[config.mk]
export PLATFORM = sky130hd
export DESIGN_NAME = seq_scan_ctrl
export DESIGN_NICKNAME = d
export VERILOG_FILES = /design/src/rtl/seq_scan_pkg.sv /design/src/rtl/seq_match_core.sv /design/src/rtl/seq_scan_ctrl.sv
export SDC_FILE = /design/constraint.sdc
export NUM_CORES = 1
export LEC_CHECK = 0
export ABC_AREA = 1
export CAP_MARGIN = 20
export CELL_PAD_IN_SITES_DETAIL_PLACEMENT = 2
export CELL_PAD_IN_SITES_GLOBAL_PLACEMENT = 2
export CORE_MARGIN = 1.5
export CORE_UTILIZATION = 33
export CTS_CLUSTER_DIAMETER = 30
export DETAILED_ROUTE_END_ITERATION = 7
export PLACE_DENSITY_LB_ADDON = 0.3
export SLEW_MARGIN = 40
export SYNTH_ARGS = -nofsm -noshare
export SYNTH_HDL_FRONTEND = slang
export SYNTH_HIERARCHICAL = 1
export SYNTH_SLANG_ARGS = --single-unit
export TNS_END_PERCENT = 20
[constraint.sdc]
create_clock -name clk -period 6.7 [get_ports clk]
set_clock_uncertainty 0.1 [all_clocks]
set_input_delay 0.67 -clock clk [delete_from_list [all_inputs] [get_ports clk]]
set_output_delay 0.67 -clock clk [all_outputs]
set_load 0.005 [all_outputs]
[src/rtl/seq_scan_pkg.sv]
// Shared constants and state encoding for the serial pattern scan controller.
package seq_scan_pkg;

    localparam int unsigned BYTE_W = 8;
    localparam logic [BYTE_W-1:0] DEF_PATTERN = 8'h05;
    localparam logic [2:0] DEF_LEN = 3'd2;

    typedef enum logic [1:0] {
        ST_IDLE  = 2'd0,
        ST_SHIFT = 2'd1
    } state_e;

endpackage

[src/rtl/seq_match_core.sv]
// Matching window: 8-bit history shift register, fill counter and masked
// pattern compare. Raises match combinationally on the completing shift.
module seq_match_core
    import seq_scan_pkg::*;
(
    input  logic              clk,
    input  logic              rst_n,
    input  logic              shift_en,
    input  logic              clear,
    input  logic              bit_in,
    input  logic [BYTE_W-1:0] pattern,
    input  logic [2:0]        len,
    output logic              match
);

    logic [BYTE_W-1:0] window_q, window_d, mask;
    logic [3:0]        fill_q, fill_d;

    always_comb begin
        window_d = window_q;
        fill_d   = fill_q;
        if (clear) begin
            window_d = '0;
            fill_d   = '0;
        end else if (shift_en) begin
            window_d = {window_q[BYTE_W-2:0], bit_in};
            if (fill_q != 4'd8) begin
                fill_d = fill_q + 4'd1;
            end
        end
        // Only the low len+1 window bits take part in the compare.
        mask  = 8'hFF >> (3'd7 - len);
        match = shift_en && (((window_d ^ pattern) & mask) == '0)
                && (fill_d > {1'b0, len});
    end

    always_ff @(posedge clk or negedge rst_n) begin
        if (!rst_n) begin
            window_q <= '0;
            fill_q   <= '0;
        end else begin
            window_q <= window_d;
            fill_q   <= fill_d;
        end
    end

endmodule

[src/rtl/seq_scan_ctrl.sv]
// Byte-serializing controller for the pattern detector: handshake, FSM,
// MSB-first serializer, configuration registers and saturating match counter.
module seq_scan_ctrl
    import seq_scan_pkg::*;
#(
    parameter logic [7:0]  DEFAULT_PATTERN = DEF_PATTERN,
    parameter logic [2:0]  DEFAULT_LEN     = DEF_LEN,
    parameter int unsigned CNT_W           = 8
) (
    input  logic             clk,
    input  logic             rst_n,
    input  logic             ena,
    input  logic             cfg_we,
    input  logic [7:0]       cfg_pattern,
    input  logic [2:0]       cfg_len,
    input  logic             clr_count,
    input  logic             in_valid,
    input  logic [7:0]       in_data,
    output logic             in_ready,
    output logic             busy,
    output logic             bit_out,
    output logic             match_pulse,
    output logic [CNT_W-1:0] match_count,
    output logic [1:0]       present_state
);

    state_e            state_q;
    logic [2:0]        bit_idx_q;
    logic [BYTE_W-1:0] shreg_q;
    logic [BYTE_W-1:0] pattern_q;
    logic [2:0]        len_q;
    logic [CNT_W-1:0]  count_q, count_d;
    logic              pulse_q;
    logic              last_bit, accept, shift_en, cfg_load, match;

    assign last_bit = (state_q == ST_SHIFT) && (bit_idx_q == 3'd7);
    assign in_ready = ena && ((state_q == ST_IDLE) || last_bit);
    assign accept   = in_valid && in_ready;
    assign shift_en = ena && (state_q == ST_SHIFT);
    assign cfg_load = ena && cfg_we && (state_q == ST_IDLE);

    seq_match_core u_core (
        .clk      (clk),
        .rst_n    (rst_n),
        .shift_en (shift_en),
        .clear    (cfg_load),
        .bit_in   (shreg_q[BYTE_W-1]),
        .pattern  (pattern_q),
        .len      (len_q),
        .match    (match)
    );

    always_comb begin
        count_d = count_q;
        if (clr_count) begin
            count_d = '0;
        end else if (match && (count_q != '1)) begin
            count_d = count_q + CNT_W'(1);
        end
    end

    always_ff @(posedge clk or negedge rst_n) begin
        if (!rst_n) begin
            state_q   <= ST_IDLE;
            bit_idx_q <= '0;
            shreg_q   <= '0;
            pattern_q <= DEFAULT_PATTERN;
            len_q     <= DEFAULT_LEN;
            count_q   <= '0;
            pulse_q   <= 1'b0;
        end else if (ena) begin
            unique case (state_q)
                ST_IDLE: begin
                    if (accept) begin
                        shreg_q   <= in_data;
                        bit_idx_q <= '0;
                        state_q   <= ST_SHIFT;
                    end
                end
                ST_SHIFT: begin
                    shreg_q   <= {shreg_q[BYTE_W-2:0], 1'b0};
                    bit_idx_q <= bit_idx_q + 3'd1;
                    // Reload on the last bit gives gap-free streaming.
                    if (last_bit) begin
                        if (accept) begin
                            shreg_q   <= in_data;
                            bit_idx_q <= '0;
                        end else begin
                            state_q <= ST_IDLE;
                        end
                    end
                end
                default: state_q <= ST_IDLE;
            endcase
            if (cfg_load) begin
                pattern_q <= cfg_pattern;
                len_q     <= cfg_len;
            end
            pulse_q <= match;
            count_q <= count_d;
        end
    end

    assign busy          = (state_q == ST_SHIFT);
    assign bit_out       = busy && shreg_q[BYTE_W-1];
    assign match_pulse   = pulse_q && ena;
    assign match_count   = count_q;
    assign present_state = state_q;

endmodule

---- After elaboration in Yosys (flattened, before gate mapping) ----
Index checks and enable logic that the tools add are counted.
cells by class
  reduce and logical (&&, ||, !) cells .... 20
  add/subtract/negate cells ............... 4
  equality and inequality tests ........... 7
  magnitude comparators ................... 1
  bitwise logic cells ..................... 2
  shifts and indexed selects .............. 1
  mux-type cells .......................... 19
operators by type and width
  operator             number
  $mux 8               7
  $pmux 8 s2           1
  $mux 4               3
  $logic_and 1x1->1    11
  $mux 3               3
  $add 8x1->8 const B  1
  $and 8x8->8          1
  $logic_not 8->1      1
  $ne 8x8->1 const B   1
  $shr 8x3->8 const A  1
  $xor 8x8->8          1
  $mux 2               3
  $pmux 3 s2           1
  $add 4x1->4 const B  1
  $gt 4x3->1           1
  $ne 2x2->1 const B   2
  $ne 4x4->1 const B   1
  $pmux 2 s2           1
  $reduce_and 2->1     2
  $reduce_and 4->1     1
  $reduce_bool 2->1    2
  $add 3x1->3 const B  1
  $eq 3x3->1 const B   1
  $reduce_and 3->1     1
  5 further kinds      5
storage, ports and cells
  input port bits ......................... 25
  bits in registers ....................... 45
  output and inout bits ................... 14
  word-level logic and storage cells ...... 63

---- Depth between registers and ports, before layout ----
  word-level depth ........................ 12
  depth in mapped cells ................... 23
  depth with buffers taken out ............ 22

---- Cells and area by module ----
The synthesis kept the hierarchy.
by module, submodules not included
  module          cells each  times used  area each (um2)  sequential area each (um2)
  seq_scan_ctrl   208         1           1622.8           804.5
  seq_match_core  146         1           933.4            300.3

---- Worst setup path after synthesis ----
No wires, ideal clock.
  path type ............................... input port to flip-flop
  start point ............................. in ena
  end point ............................... reg count_q[4], in the netlist match_count[4]
  arrival ................................. 2692 ps
  slack ................................... 3791 ps
  buffers on the path ..................... 2
  library setup time ...................... 117 ps
  cell stages on the path ................. 20
  required time ........................... 6483 ps
  cell sequence ........................... nand3_1 > inv_1 > buf_4 > inv_2 > buf_2 > o21ai_0 > a21oi_1 > ha_1 > a21oi_1 > nor2_1 > o21ai_0 > nand2_1 > nand2_1 > nor2_1 > nand2_1 > clkinv_1 > nand2_4 > nand2_4 > nand2_1 > nand2_1
between the ends
  elaborated cells on any way between the ends .. 16
  classes of those cells .................. 1 x order compare; 4 x mux; 2 x bitwise; 9 x reduce/logical
RTL lines
  item                            RTL line              text
  start, declared                 seq_scan_ctrl.sv:12   input logic ena,
  $logic_and 1x1->1 (2 in a row)  seq_scan_ctrl.sv:40   assign cfg_load = ena && cfg_we && (state_q == ST_IDLE);
  net cfg_load                    seq_scan_ctrl.sv:34   logic last_bit, accept, shift_en, cfg_load, match;
  $mux 4                          seq_match_core.sv:22  if (clear) begin
  net u_core.fill_d[1]            seq_match_core.sv:17  logic [3:0] fill_q, fill_d;
  $gt 4x3->1                      seq_match_core.sv:34  && (fill_d > {1'b0, len});
  $logic_and 1x1->1               seq_match_core.sv:34
  net match                       seq_scan_ctrl.sv:34
  $logic_and 1x1->1               seq_scan_ctrl.sv:57   end else if (match && (count_q != '1)) begin
  $reduce_bool 2->1 (no line)     -
  $reduce_and 2->1 (no line)      -
  end signal, assigned            seq_scan_ctrl.sv:100  count_q <= count_d;
  end, declared                   seq_scan_ctrl.sv:32   logic [CNT_W-1:0] count_q, count_d;
The timed path passes the listed nets, and every way through them passes these cells.
A chain may end at the register's enable or synchronous reset.

---- Final worst setup path ----
  start point ............................. in ena
  end point ............................... reg count_q[5], in the netlist match_count[5]
between the ends
  elaborated cells on any way between the ends .. 16
  classes of those cells .................. 1 x order compare; 4 x mux; 2 x bitwise; 9 x reduce/logical
RTL lines
  item                                         RTL line
  $logic_and 1x1->1 (on tied branches)         seq_scan_ctrl.sv:39, seq_scan_ctrl.sv:40
  $mux 4 or $logic_and 1x1->1 (tied branches)  seq_match_core.sv:25, seq_scan_ctrl.sv:40
  $mux 4 *                                     seq_match_core.sv:22
  net u_core.fill_d[1]                         seq_match_core.sv:17
  $gt 4x3->1 *                                 seq_match_core.sv:34
  $logic_and 1x1->1 *                          seq_match_core.sv:34
  net match                                    seq_scan_ctrl.sv:34
  $logic_and 1x1->1 *                          seq_scan_ctrl.sv:57
  $reduce_bool 2->1 (no line) *                -
  $reduce_and 2->1 (no line) *                 -
The timed path passes the listed nets; every way through them passes the cells marked *.

==> results.toml <==
[status]
status = "finished, final reports clean"

[logic_synthesis]
ys_ff_latch = 44
synthTopCellsByArea = "dfrtp_1, nand2_1, inv_1"
synth_most_common_cell = "nand2_1"
syn_nets = 388
syn_inst = 354
syn_area_sq_um = 2560
postSynth.asyncResetShare = 1.00
synth_top_cell_by_area = "dfrtp_1"
synth-seq-area-share = 0.432
synth_top_area_frac = 0.401
ys.flop_type = "dfrtp_1"
ys_warn_count = 6
avgSynthCellArea_sq_um = 7.22
ys_types = 32
synth_common_cells = "nand2_1, inv_1, dfrtp_1"
synth_edf_count = 0

[place]
dpl.hpwl_mm = 5.70
io_buffers = 37
place_ws_ps = 2310
gp_congestion = 0.847

[cells_and_area]
drive_above_1_share = 0.0667
finalNetCount = 423
syn2layout_area_growth_pct = 20.4
fillers = 861
num_antenna_cells = 0

[clock_network]
cts_sinks = 44
cts_buffers = 5
clkLatencyLatePin_ps = 300
post_cts_buffers = 0
path_clk_slew_ps = 90
cts_buffer_depth = 2
cts_root_buf = "clkbuf_8"
htree_levels = 2
cts_resized = 0
cts_hold_buf = 0
cts_tree = "done"

[detailed_routing]
drt-wirelength-per-cell_microns = 15.7
wl_met3_microns = 159
route.top_layer_used = "met4"
wl_met1_mm = 3.42
met2WireLength_mm = 4.04
drt_iter0_markers = 61
wl_mm = 7.69
drc = 0
vias_per_cell = 4.92
vias = 2404
ant_nets = 0
first_pass_iters = 4

[sta]
setup_tns_ps = 0
final-hold-violation-count = 0
min_period_ps = 4090
finalSetupViolCount = 0
relSlewSlack = 0.599
rsz0062_at_grt = "false"
min_period_over_period = 0.611
tightest_slew_ps = 601
setup_ws_ps = 2610
fmax_mhz = 244
slew_viol_final = 0

[global_route]
grt_pass1_wl_mm = 13.0
grt.total_usage = 0.197
grt_max_degree = 45
antenna_found_initial = 0
overflow = 0
grt_pass1_vias = 2643

[die]
row_count = 31
core_area_sq_um = 7370
initial_core_util = 0.347
die_w_microns = 91.0
num_io_pins = 39
die_area_sq_um = 8280
die_h_microns = 91.0

[critical_path]
setup.worst_path.start_class = "input port"
path_max_fanout = 18
end_kind = "flop"
crit_type = "in -> reg"
arrival_ps = 4190
required_ps = 6800

[job]
maxCapViolations = 0

[power_and_ir_drop]
vdd.ir_drop.worst_mv = 0.132
leakagePower_nw = 1.61
p_per_area_nw_per_um2 = 377

[min_path]
hold_class = "in -> async"
cell type report:
cell class | count | area (sq um) | area share
Multi-Input combinational cell | 249 | 1180 | 0.383
Sequential cell | 44 | 1100 | 0.359
Timing Repair Buffer | 37 | 368 | 0.120
Inverter | 52 | 195 | 0.0634
Tap cell | 99 | 124 | 0.0402
Clock buffer | 6 | 72.6 | 0.0236
Clock inverter | 2 | 35.0 | 0.0114
cells in the final DEF (no fill, tap or decap), types with 4 or more instances in the layout:
cell,n
a21oi_1,19
clkbuf_8,5
inv_2,4
inv_1,47
nand4_1,7
o21ai_0,4
clkdlybuf4s50_1,36
ha_1,9
nand3_1,32
dfrtp_1,41
nor2_1,27
nand2_1,131
worst max-delay path, cell delays in order:
cell and delay, ps:
clkdlybuf4s50_1 640, nand3_1 410, inv_1 520, inv_2 270
o21ai_0 140, a21oi_1 90, ha_1 310, a21oi_1 160
nor2_1 50, o21ai_0 150, nand2_1 70, nand2_1 70
nor2_1 40, nand2_1 90, clkinv_1 110, nand2_4 150
nand2_4 100, nand2_1 90, nand2_1 50
power by group:
part | switching, mW | total [mW] | leakage, nW | internal (mW)
combinational | 0.307 | 0.494 | 1.00 | 0.187
sequential | 0.0842 | 0.458 | 0.547 | 0.373
clock | 0.0992 | 0.210 | 0.0552 | 0.111
total | 0.490 | 1.16 | 1.61 | 0.671
cell families (layout without fill, tap and decap cells):
family,count (synthesis),in the layout,share of synthesized area
fa+ha+maj,9,9,0.0441
compound gates,29,29,0.0622
simple gates,208,208,0.347
xor+xnor,2,2,0.00685
buf+inv,61,97,0.107
other cells,1,1,0.00147
flops,44,44,0.432
per-layer routing:
metal / vias up / GRT usage
met1: 1208 / 0.251
met2: 29 / 0.354
met5: - / 0
li1: 1159 / -
met4: 0 / 0.0430
met3: 8 / 0.0235
final timing paths:
path	startpoint	end	slack (ps)	depth (start not counted)
worst min register to register	shreg_q[0]	shreg_q[0]	390	2
max in group asynchronous	rst_n	match_count[2]	5830	1
worst max register to register	present_state[0]	match_count[5]	2920	19
worst min-delay path	rst_n	u_core/window_q[3]	270	1
min in group clk	shreg_q[0]	shreg_q[0]	390	2
worst max-delay path	ena	match_count[5]	2610	19
stage by stage:
stage	cell area [sq um]	cells	total power, mW	hold WS (ps)	util
after floorplan	2560	354	0.795	274	-
after global routing	3080	489	1.27	306	0.418
after detailed placement	2970	481	0.960	372	0.403
after CTS	3080	489	1.18	289	0.418
final	3080	489	1.16	265	0.418
after global placement	2970	481	0.921	363	0.403
sequential cells by signal (all words and copies together) (netlist names):
register,cells
present_state,1
pattern_q,8
u_core/fill_q,4
match_count,8
len_q,3
pulse_q,1
u_core/window_q,8
bit_idx_q,3
shreg_q,8
No activity file was read; power rests on OpenSTA's default activity.
==> RTL edit (config.mk and constraints unchanged) <==
Put one more register stage on the output `match_count`, without a reset. The value now appears one clock later. The other outputs are not delayed to match.
--- a/src/rtl/seq_scan_ctrl.sv
+++ b/src/rtl/seq_scan_ctrl.sv
@@ -104,7 +104,9 @@
     assign busy          = (state_q == ST_SHIFT);
     assign bit_out       = busy && shreg_q[BYTE_W-1];
     assign match_pulse   = pulse_q && ena;
-    assign match_count   = count_q;
+    always_ff @(posedge clk) begin
+        match_count <= count_q;
+    end
     assign present_state = state_q;
 
 endmodule
Check against the original RTL: not equivalent (a bounded check fails within 4 cycles, from zero or initial values and one cycle with rst_n low).
==> RTL edit against the unedited design <==
  * Final area increased by 5.3%
  * Worst setup slack improved by 0.19 ns
  * Total power increased by 2.1%
  * Sequential cell count increased by 8
  * Synthesized area increased by 7.3%
  * Register-to-register slack improved by 0.25 ns
  * Combinational power about the same
  * Wire length decreased by 3.6%
  * Critical path type unchanged
  * Critical endpoint is now count_q[6]$_DFFE_PN0P_
==> RTL edit: results <==
group,metric,value,unit
status,status,"completed",
logic_synthesis,synth-compound-area-share,6.79,%
cells_and_area,drive_above_1_share,8.31,%
global_routing,grt_use_met2,34.9,%
logic_synthesis,synth.area.top_cells,"dfrtp_1 37%, nand2_1 18%, inv_1 6.4%",
global_routing,grtUsageMet1,21.9,%
detailed_routing,drt_iter0_markers,30,
timing,slew_headroom,60.6,%
global_routing,grt.total_usage,18.7,%
detailed_routing,wl_met3,149,um
cells_and_area,nets,430,
timing,timing.fmax,0.256,GHz
logic_synthesis,synthXorXnorAreaFrac,0.638,%
clock_tree,ctsRootBufferMaster,"clkbuf_8",
cells_and_area,final-instance-count-excl-fill,502,
logic_synthesis,synth_fa_ha_area_share,4.10,%
logic_synthesis,synth_async_sr_flop_share,84.6,%
logic_synthesis,synth_commonest_cells,"131 x nand2_1, 47 x inv_1, 41 x dfrtp_1, 33 x nand3_1, 26 x nor2_1",
placement,placed_cells,494,
worst_setup_path,cp.arrival,4.01,ns
global_routing,grt_pass1_vias,2712,
worst_setup_path,r2r-end,"count_q[6]$_DFFE_PN0P_",
pwr,power.leakage,0.00167,uW
detailed_routing,num_vias,2443,
detailed_routing,wl_met2,3880,um
global_routing,grt_util_met3,3.07,%
logic_synthesis,seq_area_frac_synth,46.1,%
cells_and_area,fillCellCount,987,
pwr,ir_drop,0.000110,V
detailed_routing,wirelength,7410,um
detailed_routing,wl_met1,3280,um
worst_setup_path,cp_slowest_stage_delay,0.62,ns
placement,place.gp.congestion,0.768,
==> RTL edit: per-stage QoR <==
step / hold WS [ns] / utilization [%]
after global routing: 0.291 / 39.9
final: 0.241 / 39.9
after CTS: 0.276 / 39.9
after detailed placement: 0.365 / 38.7
after floorplan: 0.274 / -
after global placement: 0.361 / 38.7
==> RTL edit: report_power, final <==
group	switching, uW	internal, uW
combinational	304	190
sequential	79.4	422
clock	115	75.2
==> RTL edit: final cells by class <==
| cell class | count | share of cell area [%] |
|---|---|---|
| Sequential cell | 52 | 39.0 |
| Timing Repair Buffer | 37 | 11.3 |
| Inverter | 52 | 6.02 |
| Clock buffer | 5 | 2.12 |
| Multi-Input combinational cell | 248 | 36.7 |
| Tap cell | 105 | 4.05 |
| Clock inverter | 3 | 0.695 |
